**config.mk**
```make
export PLATFORM = sky130hd
export DESIGN_NAME = voice_allocator
export DESIGN_NICKNAME = d
export VERILOG_FILES = /design/src/rtl/voice_allocator.sv
export SDC_FILE = /design/constraint.sdc
export NUM_CORES = 1
export LEC_CHECK = 0
export ABC_AREA = 1
export BUFFER_PORTS_ARGS = -buffer_cell sky130_fd_sc_hd__buf_4
export CORE_ASPECT_RATIO = 1.2
export CORE_MARGIN = 2
export CORE_UTILIZATION = 48
export DETAILED_ROUTE_END_ITERATION = 6
export GPL_ROUTABILITY_DRIVEN = 1
export MAX_ROUTING_LAYER = met4
export PLACE_DENSITY = 0.68
export SLEW_MARGIN = 30
export SYNTH_ARGS = -nofsm -noshare
export SYNTH_HDL_FRONTEND = slang
export SYNTH_SLANG_ARGS = --single-unit
```
**constraint.sdc**
```tcl
create_clock -name clk_in -period 12.01 [get_ports clk_in]
set_clock_uncertainty 0.2 [all_clocks]
set_input_delay 0.6005 -clock clk_in [delete_from_list [all_inputs] [get_ports clk_in]]
set_output_delay 0.6005 -clock clk_in [all_outputs]
set_load 0.02 [all_outputs]
```
**src/rtl/voice_allocator.sv**
```systemverilog
// Polyphonic voice allocator: maps MIDI note-on/off events onto a table of voice slots,
// reusing matching voices, filling free ones first, and stealing the oldest when full.
module voice_allocator #(
    parameter int unsigned NUM_VOICES = 8,
    parameter int unsigned AGE_W      = 8
) (
    input  logic                              clk_in,
    input  logic                              rst_in,
    input  logic                              data_valid_in,
    input  logic [7:0]                        note_in,
    input  logic [7:0]                        velocity_in,
    input  logic [3:0]                        channel_in,
    input  logic                              status_in,
    output logic [NUM_VOICES-1:0]             voice_active_out,
    output logic [NUM_VOICES*7-1:0]           voice_note_out,
    output logic [NUM_VOICES*7-1:0]           voice_velocity_out,
    output logic [NUM_VOICES*4-1:0]           voice_channel_out,
    output logic [$clog2(NUM_VOICES+1)-1:0]   active_count_out,
    output logic                              update_out,
    output logic [$clog2(NUM_VOICES)-1:0]     update_voice_out,
    output logic                              stolen_out,
    output logic                              dropped_out
);
    localparam int unsigned IDX_W = $clog2(NUM_VOICES);
    localparam int unsigned CNT_W = $clog2(NUM_VOICES + 1);
    localparam logic [AGE_W-1:0] AGE_MAX = '1;

    typedef enum logic [1:0] {IDLE, SEARCH, UPDATE} state_t;

    state_t                 state;
    logic [6:0]             ev_note;
    logic [6:0]             ev_vel;
    logic [3:0]             ev_chan;
    logic                   ev_on;

    logic [NUM_VOICES-1:0]  active_q;
    logic [6:0]             note_q [NUM_VOICES];
    logic [6:0]             vel_q  [NUM_VOICES];
    logic [3:0]             chan_q [NUM_VOICES];
    logic [AGE_W-1:0]       age_q  [NUM_VOICES];

    logic                   match_hit_q, free_hit_q;
    logic [IDX_W-1:0]       match_idx_q, free_idx_q, old_idx_q;

    logic                   match_hit_c, free_hit_c, old_hit_c;
    logic [IDX_W-1:0]       match_idx_c, free_idx_c, old_idx_c;
    logic [AGE_W-1:0]       old_age_c;

    logic                   wr_en_c, steal_c;
    logic [IDX_W-1:0]       wr_idx_c;
    logic [NUM_VOICES-1:0]  next_active_c;
    logic [CNT_W-1:0]       count_c;

    // Velocity MSB is outside the stored 7-bit range.
    logic unused_vel_msb;
    assign unused_vel_msb = velocity_in[7];

    for (genvar g = 0; g < NUM_VOICES; g++) begin : g_pack
        assign voice_note_out[g*7 +: 7]     = note_q[g];
        assign voice_velocity_out[g*7 +: 7] = vel_q[g];
        assign voice_channel_out[g*4 +: 4]  = chan_q[g];
    end
    assign voice_active_out = active_q;

    // Scan the table for a matching voice, the lowest free voice and the oldest active voice.
    always_comb begin
        match_hit_c = 1'b0;
        match_idx_c = '0;
        free_hit_c  = 1'b0;
        free_idx_c  = '0;
        old_hit_c   = 1'b0;
        old_idx_c   = '0;
        old_age_c   = '0;
        for (int i = 0; i < NUM_VOICES; i++) begin
            if (active_q[i] && !match_hit_c && note_q[i] == ev_note && chan_q[i] == ev_chan) begin
                match_hit_c = 1'b1;
                match_idx_c = IDX_W'(i);
            end
            if (!active_q[i] && !free_hit_c) begin
                free_hit_c = 1'b1;
                free_idx_c = IDX_W'(i);
            end
            if (active_q[i] && (!old_hit_c || age_q[i] > old_age_c)) begin
                old_hit_c = 1'b1;
                old_age_c = age_q[i];
                old_idx_c = IDX_W'(i);
            end
        end
    end

    // Pick the write target from the registered search results and predict the new occupancy.
    always_comb begin
        wr_en_c  = 1'b0;
        wr_idx_c = '0;
        steal_c  = 1'b0;
        if (ev_on) begin
            wr_en_c = 1'b1;
            if (match_hit_q) begin
                wr_idx_c = match_idx_q;
            end else if (free_hit_q) begin
                wr_idx_c = free_idx_q;
            end else begin
                wr_idx_c = old_idx_q;
                steal_c  = 1'b1;
            end
        end else if (match_hit_q) begin
            wr_en_c  = 1'b1;
            wr_idx_c = match_idx_q;
        end
        next_active_c = active_q;
        for (int i = 0; i < NUM_VOICES; i++) begin
            if (wr_en_c && IDX_W'(i) == wr_idx_c) begin
                next_active_c[i] = ev_on;
            end
        end
        count_c = '0;
        for (int i = 0; i < NUM_VOICES; i++) begin
            count_c = count_c + CNT_W'(next_active_c[i]);
        end
    end

    always_ff @(posedge clk_in) begin
        if (rst_in) begin
            state            <= IDLE;
            ev_note          <= '0;
            ev_vel           <= '0;
            ev_chan          <= '0;
            ev_on            <= 1'b0;
            active_q         <= '0;
            match_hit_q      <= 1'b0;
            free_hit_q       <= 1'b0;
            match_idx_q      <= '0;
            free_idx_q       <= '0;
            old_idx_q        <= '0;
            active_count_out <= '0;
            update_out       <= 1'b0;
            update_voice_out <= '0;
            stolen_out       <= 1'b0;
            dropped_out      <= 1'b0;
            for (int i = 0; i < NUM_VOICES; i++) begin
                note_q[i] <= '0;
                vel_q[i]  <= '0;
                chan_q[i] <= '0;
                age_q[i]  <= '0;
            end
        end else begin
            update_out       <= 1'b0;
            update_voice_out <= '0;
            stolen_out       <= 1'b0;
            dropped_out      <= 1'b0;
            case (state)
                IDLE: begin
                    if (data_valid_in && !note_in[7]) begin
                        ev_note <= note_in[6:0];
                        ev_vel  <= velocity_in[6:0];
                        ev_chan <= channel_in;
                        ev_on   <= status_in;
                        state   <= SEARCH;
                    end
                end
                SEARCH: begin
                    dropped_out <= data_valid_in;
                    match_hit_q <= match_hit_c;
                    match_idx_q <= match_idx_c;
                    free_hit_q  <= free_hit_c;
                    free_idx_q  <= free_idx_c;
                    old_idx_q   <= old_idx_c;
                    state       <= UPDATE;
                end
                UPDATE: begin
                    dropped_out <= data_valid_in;
                    state       <= IDLE;
                    if (wr_en_c) begin
                        for (int i = 0; i < NUM_VOICES; i++) begin
                            if (IDX_W'(i) == wr_idx_c) begin
                                note_q[i] <= ev_on ? ev_note : 7'd0;
                                vel_q[i]  <= ev_on ? ev_vel : 7'd0;
                                chan_q[i] <= ev_on ? ev_chan : 4'd0;
                                age_q[i]  <= '0;
                            end else if (ev_on && active_q[i] && age_q[i] != AGE_MAX) begin
                                age_q[i] <= age_q[i] + AGE_W'(1);
                            end
                        end
                        active_q         <= next_active_c;
                        active_count_out <= count_c;
                        update_out       <= 1'b1;
                        update_voice_out <= wr_idx_c;
                        stolen_out       <= steal_c;
                    end
                end
                default: state <= IDLE;
            endcase
        end
    end
endmodule

```
==> Word level (Yosys, flattened, before mapping) <==
Memories as Yosys holds them, arrays and structs flattened.
Cells that the tools add are included.
{ "totals": {"ff_bits": 50, "ram_bits": 208, "in_bits": 24, "out_inout_bits": 162, "word_cells": 428, "n_memories": 4} }
{ "memory_table": {"columns": ["memory", "words", "word_bits", "rd", "rd_clocked_by_memory_dff", "wr", "line_no", "rtl"], "rows": [
  ["age_q", 8, 8, 8, 0, 8, "40", "logic [AGE_W-1:0] age_q [NUM_VOICES];"],
  ["note_q", 8, 7, 8, 0, 8, "37", "logic [6:0] note_q [NUM_VOICES];"],
  ["vel_q", 8, 7, 8, 0, 8, "38", "logic [6:0] vel_q [NUM_VOICES];"],
  ["chan_q", 8, 4, 8, 0, 8, "39", "logic [3:0] chan_q [NUM_VOICES];"]
]} }
{ "classes": {"n_addsub": 15, "order_cmp": 7, "n_eq_ne": 34, "muxes": 202, "bitwise_logic": 44, "n_reduce_logical": 106} }
{ "op_table": {"columns": ["cell", "n"], "rows": [
  ["2-to-1 mux 8 bit", 23],
  ["2-to-1 mux 1 bit", 128],
  ["2-to-1 mux 7 bit", 18],
  ["2-to-1 mux 3 bit", 22],
  ["adder 8 x 1 -> 8 bit, second input constant", 8],
  ["inequality test 8 bit, second input constant", 8],
  ["logical AND 1 bit", 62],
  ["== test 7 bit", 8],
  ["greater-than comparator 8 bit", 7],
  ["OR 1 bit", 40],
  ["2-to-1 mux 4 bit", 9],
  ["== test 4 bit", 8],
  ["zero test 1 bit", 28],
  ["adder 4 x 1 -> 4 bit", 4],
  ["== test 3 bit, first input constant", 4],
  ["logical OR 1 bit", 7],
  ["== test 2 x 3 -> 1 bit, first input constant", 2],
  ["OR reduction 2 bit", 3],
  ["OR reduction 5 bit", 1],
  ["adder 3 x 1 -> 4 bit", 1],
  ["inverter 1 bit", 4],
  ["case mux 2 bit (2 select lines)", 1],
  ["AND reduction 2 bit", 2],
  ["adder 2 x 1 -> 3 bit", 1],
  ["9 further kinds", 9]
]} }

==> Longest topological paths before layout <==
An unclocked memory read counts as a cell.
{ "logic_depth": {"depth_word": 40, "mapped_depth": 83, "ltp_nobuf": 82} }

==> Worst setup path after synthesis <==
Ideal clock, no wire load.
{ "synth_timing": {"path_type": "register to register", "from": "register active_q[0], in the netlist voice_active_out[0]", "to": "register old_idx_q[1]", "setup_time_ns": 0.122, "arrival_time_ns": 9.324, "t_required_ns": 11.688, "path_slack_ns": 2.364, "path_stages_with_launch": 74, "path_buffers": 4, "period_less_slack_ns": 9.646, "cell_sequence": "dfxtp_1 > clkbuf_1 > nand2_1 > ha_1 > a21o_1 > nor2_1 > nand2_1 > nand2_1 > nand2_1 > nand2_1 > nand2_1 > nand2_1 > inv_1 > ha_1 > inv_1 > nor2_1 > o21ai_0 > nand2_1 > [... 38 more ...] > nor2_1 > nor2_1 > o21ai_0 > a21oi_1 > o21ai_0 > nand2_1 > buf_1 > or2_2 > nand2_1 > ha_1 > a21oi_1 > o21ai_0 > a21oi_1 > o22ai_1 > nand2_1 > nand2_1 > nor2_1 > a21oi_1"} }
{ "synth_via": {"elab_chain_len": 29, "word_cells_on_any_way": 48, "classes_between": "order compare (7); mux (20); reduce/logical (21)"} }
{ "synth_lines": {"columns": ["element", "line_no", "rtl"], "rows": [
  ["start: declaration", "36", "logic [NUM_VOICES-1:0] active_q;"],
  ["start signal: assignment", "184", "active_q <= next_active_c;"],
  ["2-to-1 mux 8 bit or 2-to-1 mux 1 bit (tied branches)", "83", "if (active_q[i] && (!old_hit_c || age_q[i] > old_age_c)) begin"],
  ["greater-than comparator 8 bit or zero test 1 bit (tied branches)", "83", null],
  ["logical OR 1 bit", "83", null],
  ["logical AND 1 bit", "83", null],
  ["2-to-1 mux 8 bit or 2-to-1 mux 1 bit (tied branches)", "83", null],
  ["greater-than comparator 8 bit or zero test 1 bit (tied branches)", "83", null],
  ["logical OR 1 bit", "83", null],
  ["logical AND 1 bit", "83", null],
  ["[... 13 more ...]", null, null],
  ["greater-than comparator 8 bit or zero test 1 bit (tied branches)", "83", null],
  ["logical OR 1 bit", "83", null],
  ["logical AND 1 bit", "83", null],
  ["2-to-1 mux 8 bit or 2-to-1 mux 1 bit (tied branches)", "83", null],
  ["greater-than comparator 8 bit or zero test 1 bit (tied branches)", "83", null],
  ["logical OR 1 bit", "83", null],
  ["logical AND 1 bit", "83", null],
  ["2-to-1 mux 3 bit (*)", "83", null],
  ["end signal: assignment", "167", "old_idx_q <= old_idx_c;"],
  ["end: declaration", "43", "logic [IDX_W-1:0] match_idx_q, free_idx_q, old_idx_q;"]
]} }
Every way passes the cells marked *; elsewhere a longest branch is shown, timed or not.
A chain may end at the register's enable or synchronous reset.

==> Worst setup path after layout <==
Same ends and word-level chain as after synthesis.

==> results.py <==
metrics = {
    "setup_path": {
        "endpoint_kind": "register",
        "cpMostUsedCell": "nand2_1",
        "cp_data_arrival_time_ns": 10.94,
        "cp_slowest_stage_delay_ns": 0.55,
        "path_buf_inv": 6,
        "worst_setup_path_start_kind": "register",
        "cp.required_ns": 12.24,
        "cp_slowest_cell": "dfxtp_2",
        "regToRegSetupSlack_ns": 1.30,
        "crit_family": "simple AND/OR/NAND/NOR gates",
        "critPathKind": "register to register",
        "worst-path-max-fanout": 16,
    },
    "floorplan": {
        "rows": 69,
        "die_h_um": 193,
        "core-area_mm2": 0.0294,
        "initial_core_util_pct": 48.4,
        "pin_count": 186,
        "dieArea_mm2": 0.0311,
        "die_x_um": 161,
    },
    "global_routing": {
        "grt_max_degree": 43,
        "grt-ovfl-total": 0,
        "antenna_found_initial": 0,
        "grt.total_usage_pct": 27.2,
        "grt_pass1_vias": 11503,
        "grt_pass1_wl_um": 63100,
    },
    "power": {
        "power.internal_w": 0.00160,
        "p_clk_share_pct": 39.6,
        "power_density_mw_per_mm2": 129,
        "seq_power_share_pct": 48.2,
        "p_comb_share_pct": 12.1,
        "p_sw_share_pct": 26.3,
        "leakagePower_nw": 6.99,
        "vdd_ir_drop_max_uv": 161,
        "p_sw_w": 0.000571,
    },
    "sta": {
        "finalCritPeriodShare_pct": 89.2,
        "hold_viol_final": 0,
        "max_freq_ghz": 0.0934,
        "slew_headroom_pct": 40.7,
        "fin_crit_ns": 10.71,
        "rsz0062_at_grt": "false",
        "finalSetupViolCount": 0,
        "worstMarginPinSlew_ns": 0.888,
        "final-max-slew-violation-count": 0,
        "tns_ns": 0,
    },
    "clock_tree": {
        "cts_num_sinks": 258,
        "postCtsSetupBuffers": 0,
        "clk_latency_ns": 0.55,
        "cts-hold-fix-buffers": 0,
        "htree_levels": 1,
        "cts-root-buf": "clkbuf_16",
        "clkTransAtPathRegs_ns": 0.07,
        "cts.path.max_buffers": 3,
        "cts_tree": "yes",
        "cts_inserted_buffers": 26,
        "post_cts_resized": 0,
    },
    "synth": {
        "ys_warn_count": 0,
        "synth_top_family_by_area": "simple AND/OR/NAND/NOR gates",
        "yosysSeqAreaShare_pct": 50.9,
        "synth_ff_type": "edfxtp_1",
        "syn_inst": 1599,
        "synth_compound_area_share_pct": 6.89,
        "ys_async_sr_fraction_pct": 0,
        "synth_xor_area_share_pct": 2.65,
        "syn-cell-area_mm2": 0.0142,
        "syn_avg_cell_area_um2": 8.90,
        "ys_ff_latch": 258,
        "synthMuxAreaShare_pct": 0,
        "yosys.area_share.simple_pct": 26.5,
        "synth_cell_types": 56,
        "yosys.area_share.adder_pct": 6.80,
        "syn_nets": 1698,
        "synth_edf_count": 208,
    },
    "final_layout": {
        "antennaDiodeCount": 0,
        "postLayoutCoreUtil_pct": 57.1,
        "final_layout_size_suffix_gt1_share_pct": 18.5,
        "fin_area_mm2": 0.0168,
        "layout.cells.non_filler": 2179,
        "final_nets": 1869,
        "syn_to_final_growth_pct": 18.2,
    },
    "place": {
        "gp_congestion": 0.915,
        "dp.cells": 2132,
        "hpwlAfterDp_um": 31600,
        "postPlaceCellArea_mm2": 0.0159,
        "io_buffers": 184,
    },
    "drt": {
        "dr_total_vias": 11713,
        "ant_nets": 0,
        "drtIter0Drc": 668,
        "viasPerCell": 5.38,
        "drc": 0,
        "wl_um": 41600,
        "wire_per_inst_um": 19.1,
        "first_pass_iters": 5,
    },
    "run_status": {
        "status": "finished, final reports clean",
    },
    "worst_hold_path": {
        "worst_hold_path_type": "primary input to register",
    },
    "job": {
        "drv_cap": 0,
    },
}
[power by group through the flow]
stage / clock network (W) / logic (W) / registers [W]
floorplan: 0 / 0.000159 / 0.00107
global placement: 0 / 0.000256 / 0.00106
detailed placement: 0 / 0.000262 / 0.00106
CTS: 0.000871 / 0.000263 / 0.00105
global route: 0.000896 / 0.000291 / 0.00105
finish: 0.000860 / 0.000263 / 0.00105
[layout make-up]
type / count / area, µm²
Fill cell: 2628 / 12600
Sequential cell: 258 / 7250
Multi-Input combinational cell: 1117 / 6120
Timing Repair Buffer: 186 / 1400
Clock buffer: 33 / 708
Inverter: 181 / 679
Tap cell: 390 / 488
Clock inverter: 14 / 185
[cells in the final DEF (no fill, tap or decap), drive strengths merged, types with 5 or more instances in the layout]
| master | netlist | final |
|---|---|---|
| a21oi | 75 | 75 |
| and2 | 16 | 16 |
| buf | 23 | 186 |
| clkbuf | 20 | 33 |
| clkinv | 4 | 9 |
| dfxtp | 50 | 50 |
| edfxtp | 208 | 208 |
| ha | 71 | 71 |
| inv | 177 | 178 |
| nand2 | 311 | 311 |
| nand3 | 107 | 107 |
| nand4 | 36 | 36 |
| nor2 | 265 | 265 |
| nor3 | 21 | 21 |
| nor3b | 20 | 20 |
| o2111ai | 5 | 5 |
| o21a | 6 | 6 |
| o21ai | 68 | 68 |
| or2 | 44 | 44 |
| xnor2 | 17 | 17 |
| xor2 | 26 | 26 |
[metal layers]
metal | routed length, µm | part of all wire [%] | track usage (%) | vias to the layer above
li1 | - | - | - | 5689
met1 | 16100 | 39 | 30.3 | 5596
met2 | 21200 | 51 | 48.9 | 358
met3 | 2940 | 7.1 | 5.76 | 70
met4 | 1360 | 3.3 | 8.96 | 0
met5 | 0 | 0 | - | -
[per-stage QoR]
stage	hold slack, ns	setup slack [ns]	power, W
2_1_floorplan	0.241	2.36	0.00123
5_1_grt	0.107	0.0393	0.00224
4_1_cts	0.0799	0.724	0.00218
3_5_place_dp	0.257	0.747	0.00133
6_report	0.0972	1.30	0.00217
3_3_place_gp	0.250	0.942	0.00132
[final timing paths]
path,startpoint,end,cells after the start
setup / recovery,voice_active_out[0]$_SDFFE_PP0P_,old_idx_q[1]$_SDFFE_PP0N_,71
hold / removal,data_valid_in,dropped_out$_SDFF_PP0_,3
setup reg to reg,voice_active_out[0]$_SDFFE_PP0P_,old_idx_q[1]$_SDFFE_PP0N_,71
hold reg to reg,ev_vel[0]$_SDFFE_PP0P_,ev_vel[0]$_SDFFE_PP0P_,2
[flip-flops by register name (all words and copies together), names as in the netlist]
name and cells:
ev_note 7, ev_on 1, age_q 64, voice_active_out 8
state 2, update_out 1, ev_chan 4, match_hit_q 1
note_q 56, update_voice_out 3, vel_q 56, dropped_out 1
free_idx_q 3, free_hit_q 1, chan_q 32, match_idx_q 3
ev_vel 7, stolen_out 1, active_count_out 4, old_idx_q 3
[worst min-delay path: cells and delay by family]
| family | cells | cell delay [ns] |
|---|---|---|
| buf+inv | 1 | 0.11 |
| simple gates | 2 | 0.08 |
[cell families after synthesis]
kind of cell	count (synthesis)
adder cells (fa/ha/maj)	75
AND/OR/NAND/NOR	828
XOR/XNOR	43
flip-flops	258
AO/OA/AOI/OAI	171
buffers and inverters	224
[synth_stat cells, types with 4 or more instances]
library cell  number  share of area [%]
a21oi_1           75                2.6
a31oi_1            4               0.18
and2_1            16               0.70
buf_1              5               0.13
buf_2             10               0.35
buf_4              5               0.26
clkbuf_1          20               0.53
clkinv_1           4               0.11
dfxtp_1           50                7.0
edfxtp_1         208                 44
fa_1               4               0.56
ha_1              71                6.2
inv_1            158                4.2
inv_2             19               0.50
nand2_1          301                7.9
nand2_2            6               0.26
nand2_4            4               0.32
nand3_1          105                3.7
nand4_1           34                1.5
nor2_1           253                6.7
nor2_2             8               0.35
nor3_1            18               0.63
nor3b_1           17               0.90
nor4_1             4               0.18
o21a_1             6               0.32
o21ai_0           57                2.0
o21ai_1            7               0.25
o21ai_2            4               0.25
or2_2             38                1.7
xnor2_1           17                1.0
xor2_1            26                1.6
No activity file was read; power rests on OpenSTA's default activity.
